$ cat config.mk
export PLATFORM = sky130hd
export DESIGN_NAME = tdm_link_scheduler_flat
export DESIGN_NICKNAME = d
export VERILOG_FILES = /design/src/rtl/tdm_link_scheduler_if.sv /design/src/rtl/tdm_link_scheduler.sv /design/src/flat_wrapper.sv
export SDC_FILE = /design/constraint.sdc
export NUM_CORES = 1
export LEC_CHECK = 0
export CORE_MARGIN = 4
export CORE_UTILIZATION = 29
export DETAILED_ROUTE_END_ITERATION = 8
export SYNTH_ARGS = -nofsm -noshare
export SYNTH_HDL_FRONTEND = slang
export SYNTH_SLANG_ARGS = --single-unit
$ cat constraint.sdc
create_clock -name clk -period 4.7 [get_ports clk]
set_input_delay 0.47 -clock clk [delete_from_list [all_inputs] [get_ports clk]]
set_output_delay 0.47 -clock clk [all_outputs]
set_load 0.02 [all_outputs]
$ cat src/rtl/tdm_link_scheduler_if.sv
// Channel-side bundle of the TDM link scheduler: requests and words in, link bits out and back,
// reassembled words and status out.
interface tdm_link_scheduler_if #(
    parameter int unsigned W = 8
);
    logic [3:0]     req;
    logic [4*W-1:0] data_in;
    logic [3:0]     ack;
    logic [1:0]     sel;
    logic [3:0]     tx_bits;
    logic [3:0]     rx_bits;
    logic [W-1:0]   rx_data;
    logic [3:0]     rx_valid;
    logic           err;
    logic           busy;

    modport master (
        output req, data_in, rx_bits,
        input  ack, sel, tx_bits, rx_data, rx_valid, err, busy
    );

    modport slave (
        input  req, data_in, rx_bits,
        output ack, sel, tx_bits, rx_data, rx_valid, err, busy
    );
endinterface

$ cat src/rtl/tdm_link_scheduler.sv
// Round-robin TDM scheduler for a 4:1 mux -> wire -> 1:4 demux link: grants one channel per
// frame, serializes its word MSB first, reassembles the looped-back bits and flags mismatches.
module tdm_link_scheduler #(
    parameter int unsigned W = 8
) (
    input logic                 clk,
    input logic                 rst,
    tdm_link_scheduler_if.slave bus
);
    localparam int unsigned CntW = $clog2(W);

    typedef enum logic [1:0] {StIdle, StShift, StDone} state_e;

    state_e          state_q, state_d;
    logic [1:0]      last_grant_q, last_grant_d;
    logic [1:0]      sel_q, sel_d;
    logic [3:0]      ack_q, ack_d;
    logic [CntW-1:0] bit_cnt_q, bit_cnt_d;
    logic [W-1:0]    tx_sr_q, tx_sr_d;
    logic [W-1:0]    rx_sr_q, rx_sr_d;
    logic [W-1:0]    word_q, word_d;
    logic [W-1:0]    rx_data_q, rx_data_d;
    logic [3:0]      rx_valid_q, rx_valid_d;
    logic            err_q, err_d;

    logic            grant_found;
    logic [1:0]      grant_idx;
    logic [1:0]      cand;
    logic            rx_bit;

    // Search starts one past the previous winner so every requester gets a turn.
    always_comb begin
        grant_found = 1'b0;
        grant_idx   = last_grant_q;
        cand        = '0;
        for (int i = 1; i <= 4; i++) begin
            cand = last_grant_q + 2'(i);
            if (!grant_found && bus.req[cand]) begin
                grant_found = 1'b1;
                grant_idx   = cand;
            end
        end
    end

    assign rx_bit = bus.rx_bits[sel_q];

    always_comb begin
        state_d      = state_q;
        last_grant_d = last_grant_q;
        sel_d        = sel_q;
        ack_d        = '0;
        bit_cnt_d    = bit_cnt_q;
        tx_sr_d      = tx_sr_q;
        rx_sr_d      = rx_sr_q;
        word_d       = word_q;
        rx_data_d    = rx_data_q;
        rx_valid_d   = '0;
        err_d        = 1'b0;

        unique case (state_q)
            StIdle: begin
                if (grant_found) begin
                    tx_sr_d      = bus.data_in[grant_idx*W +: W];
                    word_d       = bus.data_in[grant_idx*W +: W];
                    sel_d        = grant_idx;
                    last_grant_d = grant_idx;
                    ack_d        = 4'b0001 << grant_idx;
                    bit_cnt_d    = '0;
                    state_d      = StShift;
                end
            end
            StShift: begin
                rx_sr_d   = {rx_sr_q[W-2:0], rx_bit};
                tx_sr_d   = tx_sr_q << 1;
                bit_cnt_d = bit_cnt_q + CntW'(1);
                // Results are registered on the last shift edge so they appear throughout DONE.
                if (bit_cnt_q == CntW'(W - 1)) begin
                    state_d    = StDone;
                    rx_data_d  = rx_sr_d;
                    rx_valid_d = 4'b0001 << sel_q;
                    err_d      = (rx_sr_d != word_q);
                end
            end
            StDone: begin
                state_d = StIdle;
            end
            default: begin
                state_d = StIdle;
            end
        endcase
    end

    always_ff @(posedge clk) begin
        if (rst) begin
            state_q      <= StIdle;
            last_grant_q <= 2'd3;
            sel_q        <= '0;
            ack_q        <= '0;
            bit_cnt_q    <= '0;
            tx_sr_q      <= '0;
            rx_sr_q      <= '0;
            word_q       <= '0;
            rx_data_q    <= '0;
            rx_valid_q   <= '0;
            err_q        <= 1'b0;
        end else begin
            state_q      <= state_d;
            last_grant_q <= last_grant_d;
            sel_q        <= sel_d;
            ack_q        <= ack_d;
            bit_cnt_q    <= bit_cnt_d;
            tx_sr_q      <= tx_sr_d;
            rx_sr_q      <= rx_sr_d;
            word_q       <= word_d;
            rx_data_q    <= rx_data_d;
            rx_valid_q   <= rx_valid_d;
            err_q        <= err_d;
        end
    end

    assign bus.ack      = ack_q;
    assign bus.sel      = sel_q;
    assign bus.tx_bits  = (state_q == StShift && tx_sr_q[W-1]) ? (4'b0001 << sel_q) : 4'b0000;
    assign bus.rx_data  = rx_data_q;
    assign bus.rx_valid = rx_valid_q;
    assign bus.err      = err_q;
    assign bus.busy     = (state_q != StIdle);
endmodule

$ cat src/flat_wrapper.sv
// flat-port wrapper written by rule: the top's interface ports become plain ports
module tdm_link_scheduler_flat 
#(
    parameter int unsigned W = 8
)
  (clk, rst, bus_req, bus_data_in, bus_rx_bits, bus_ack, bus_sel, bus_tx_bits, bus_rx_data, bus_rx_valid, bus_err, bus_busy);
  tdm_link_scheduler_if #(.W(W)) bus_i ();
  input logic clk;
  input logic rst;
  input wire logic [$bits(bus_i.req)-1:0] bus_req;
  input wire logic [$bits(bus_i.data_in)-1:0] bus_data_in;
  input wire logic [$bits(bus_i.rx_bits)-1:0] bus_rx_bits;
  output wire logic [$bits(bus_i.ack)-1:0] bus_ack;
  output wire logic [$bits(bus_i.sel)-1:0] bus_sel;
  output wire logic [$bits(bus_i.tx_bits)-1:0] bus_tx_bits;
  output wire logic [$bits(bus_i.rx_data)-1:0] bus_rx_data;
  output wire logic [$bits(bus_i.rx_valid)-1:0] bus_rx_valid;
  output wire logic [$bits(bus_i.err)-1:0] bus_err;
  output wire logic [$bits(bus_i.busy)-1:0] bus_busy;
  assign bus_i.req = bus_req;
  assign bus_i.data_in = bus_data_in;
  assign bus_i.rx_bits = bus_rx_bits;
  assign bus_ack = bus_i.ack;
  assign bus_sel = bus_i.sel;
  assign bus_tx_bits = bus_i.tx_bits;
  assign bus_rx_data = bus_i.rx_data;
  assign bus_rx_valid = bus_i.rx_valid;
  assign bus_err = bus_i.err;
  assign bus_busy = bus_i.busy;
  tdm_link_scheduler #(.W(W)) u_core (.clk(clk), .rst(rst), .bus(bus_i));
endmodule
==> reports/metrics.cfg <==
[clock_network]
hold_buffers=0
cts_inserted_buffers=5
insertion_delay_ps=300
cts.clk_slew.worst_paths_ps=100
cts.sinks=49
cts_resized=0
tritoncts=yes
cts_setup_buffers=0
cts-root-buf=clkbuf_8
cts_buffer_depth=2
h-tree-depth=2

[synth]
synth_common_cells=dfxtp_1, nand2_1, a21oi_1
synth-warning-count=0
synth_fa_ha_area_share_pct=1.09
synthSimpleGateAreaFrac_pct=23.1
synth-xor-area-share_pct=3.06
async_reset_ff_share_pct=0
synth_top_family_by_area=simple AND/OR/NAND/NOR gates
synth.top_cells.by_area=dfxtp_1, nand2_1, a21oi_1
synth_compound_area_share_pct=21.0
yosysUniqueCellTypes=44
synth_seq_area_share_pct=42.8
syn-cell-area_sq_um=2290
yosysMostFrequentCell=dfxtp_1
ys.flop_type=dfxtp_1
synthMuxAreaShare_pct=4.48
ys_seq_elements=49
synth_fp_nets=304
synth_edf_count=0
syn_avg_cell_area_sq_um=8.82
yosysTopAreaCellShare_pct=42.8
synth.largest_area_cell=dfxtp_1
syn-instance-count=260

[critical_path]
end_kind=output port
reg2reg_to=u_core.tx_sr_q[3]$_SDFFE_PP0P_
arrival_ps=2050
startpoint_type=flip-flop
endpoint=bus_tx_bits[0]
timing.rr.start=u_core.last_grant_q[0]$_SDFFE_PP1P_
criticalPathCategory=flip-flop to output port
crit_fanout=28
crit_start=u_core.state_q[0]$_SDFFE_PP0P_
r2r_slack_ps=2430
rr_worst_depth=5
crit_required_ps=4230

[routing]
ant_nets=0
vias=2074
wirelength_microns=5950
dr.pass1.iters=4
avgViaCountPerCell=4.97
drt-initial-drc-count=108
wire_per_inst_microns=14.3
drc_errors=0

[sta]
period_needed_ps=2520
period_share_pct=53.6
rsz0062_at_grt=false
setup_viol=0
tns_ps=0
holdWs_ps=459
fin_skew_ps=11.5
slew_viol_final=0
tightest_slew_ps=849
max_freq_mhz=397
finalHoldViolCount=0
slew_headroom_pct=43.0
worst_slack_ps=2180

[cells_and_area]
nFillCells=785
drive_gt1_share_pct=6.67
antenna_cells=0
nNetsFinal=358
area_growth_pct=35.3

[worst_hold_path]
hold_class=flip-flop to flip-flop

[grt]
grt_pass1_wl_microns=10000
grt_pass1_vias=2073
antenna_found_initial=0
overflow=0
grt_util_all_layers_pct=12.6
grt_max_degree=43

[run]
maxCapViolations=0

[die]
dieArea_sq_um=9390
die_y_microns=96.9
die_w_microns=96.9
floorplan.initialDensity_pct=29.8
num_rows=32
core_area_sq_um=7690
pin_count=66

[placement]
io_buffer_count=65
dp_hpwl_microns=4360
routabilityCongestion=0.839
place_ws_ps=1970

[power]
leakage_uw=0.00109
power_per_cell_area_nw_per_um2=316
worst_ir_drop_vdd_uv=129

[run_status]
status=finished clean

[per-stage QoR]
stage | power (uW) | instances | util (%) | cell area [sq um]
finish | 981 | 417 | 40.3 | 3100
global route | 1030 | 417 | 40.3 | 3100
CTS | 988 | 417 | 40.3 | 3100
detailed placement | 686 | 409 | 38.9 | 2990
global placement | 683 | 409 | 38.9 | 2990
floorplan | 612 | 260 | - | 2290
[cell families after synthesis]
kind of cell,Yosys count
AND/OR/NAND/NOR,103
AO/OA/AOI/OAI,68
flip-flops,49
buffers and inverters,21
multiplexers,9
XOR/XNOR,8
adder cells (fa/ha/maj),2
[cell usage in the layout, fill, tap and decap left out, types with 4 or more instances in the layout]
master,n
nand3_1,12
xnor2_1,5
o31ai_1,8
dfxtp_1,49
a22oi_1,7
mux2i_1,8
nand4_1,9
a211o_1,7
nand3b_1,8
a21oi_1,21
nor3_1,5
o221ai_1,7
o211ai_1,9
clkbuf_8,5
nand2_1,31
nor2_1,20
clkdlybuf4s50_1,65
nand2b_1,4
[critical path: stages (launching register included)]
cell	delay, ps
dfxtp_1	350
nor2b_1	130
buf_4	290
nand2_1	190
nor3_1	160
clkdlybuf4s50_1	630
[cell type report]
class	count	area (sq um)	share of cell area, %
Timing Repair Buffer	67	666	21.5
Tap cell	102	128	4.12
Sequential cell	49	981	31.6
Inverter	1	3.75	0.121
Multi-Input combinational cell	190	1210	39.0
Clock inverter	3	43.8	1.41
Clock buffer	5	68.8	2.22
[how the worst min path moves through the flow]
stage	cells past startpoint	from	slack, ps	end
after global routing	2	u_core.bus.rx_data[4]$_SDFFE_PP0P_	490	u_core.bus.rx_data[4]$_SDFFE_PP0P_
after floorplan	2	u_core.bit_cnt_q[1]$_SDFFE_PP0P_	450	u_core.bit_cnt_q[1]$_SDFFE_PP0P_
after detailed placement	2	u_core.bus.rx_data[0]$_SDFFE_PP0P_	450	u_core.bus.rx_data[0]$_SDFFE_PP0P_
final	2	u_core.bus.rx_data[2]$_SDFFE_PP0P_	460	u_core.bus.rx_data[2]$_SDFFE_PP0P_
after CTS	2	u_core.bus.rx_data[0]$_SDFFE_PP0P_	460	u_core.bus.rx_data[0]$_SDFFE_PP0P_
after global placement	2	u_core.bus.rx_data[1]$_SDFFE_PP0P_	450	u_core.bus.rx_data[1]$_SDFFE_PP0P_
[per-layer routing]
layer,wire length [microns],GRT usage (%)
met1,2860,16.6
met2,2680,20.6
met3,276,2.67
met4,139,4.32
met5,0,0
[registers in the layout, summed over array words and instances, names as in the netlist]
register             flops
u_core.bus.rx_valid      4
u_core.rx_sr_q           7
u_core.state_q           2
u_core.last_grant_q      2
u_core.word_q            8
u_core.bus.err           1
u_core.bit_cnt_q         3
u_core.bus.ack           4
u_core.bus.sel           2
u_core.bus.rx_data       8
u_core.tx_sr_q           8
[report_power, final]
| part | switching, uW | leakage [uW] | internal [uW] |
|---|---|---|---|
| Sequential | 25.9 | 0.000400 | 445 |
| Combinational | 106 | 0.000635 | 98.9 |
| Clock | 145 | 0.0000585 | 160 |
| Total | 277 | 0.00109 | 704 |
No activity file was read; power rests on OpenSTA's default activity.
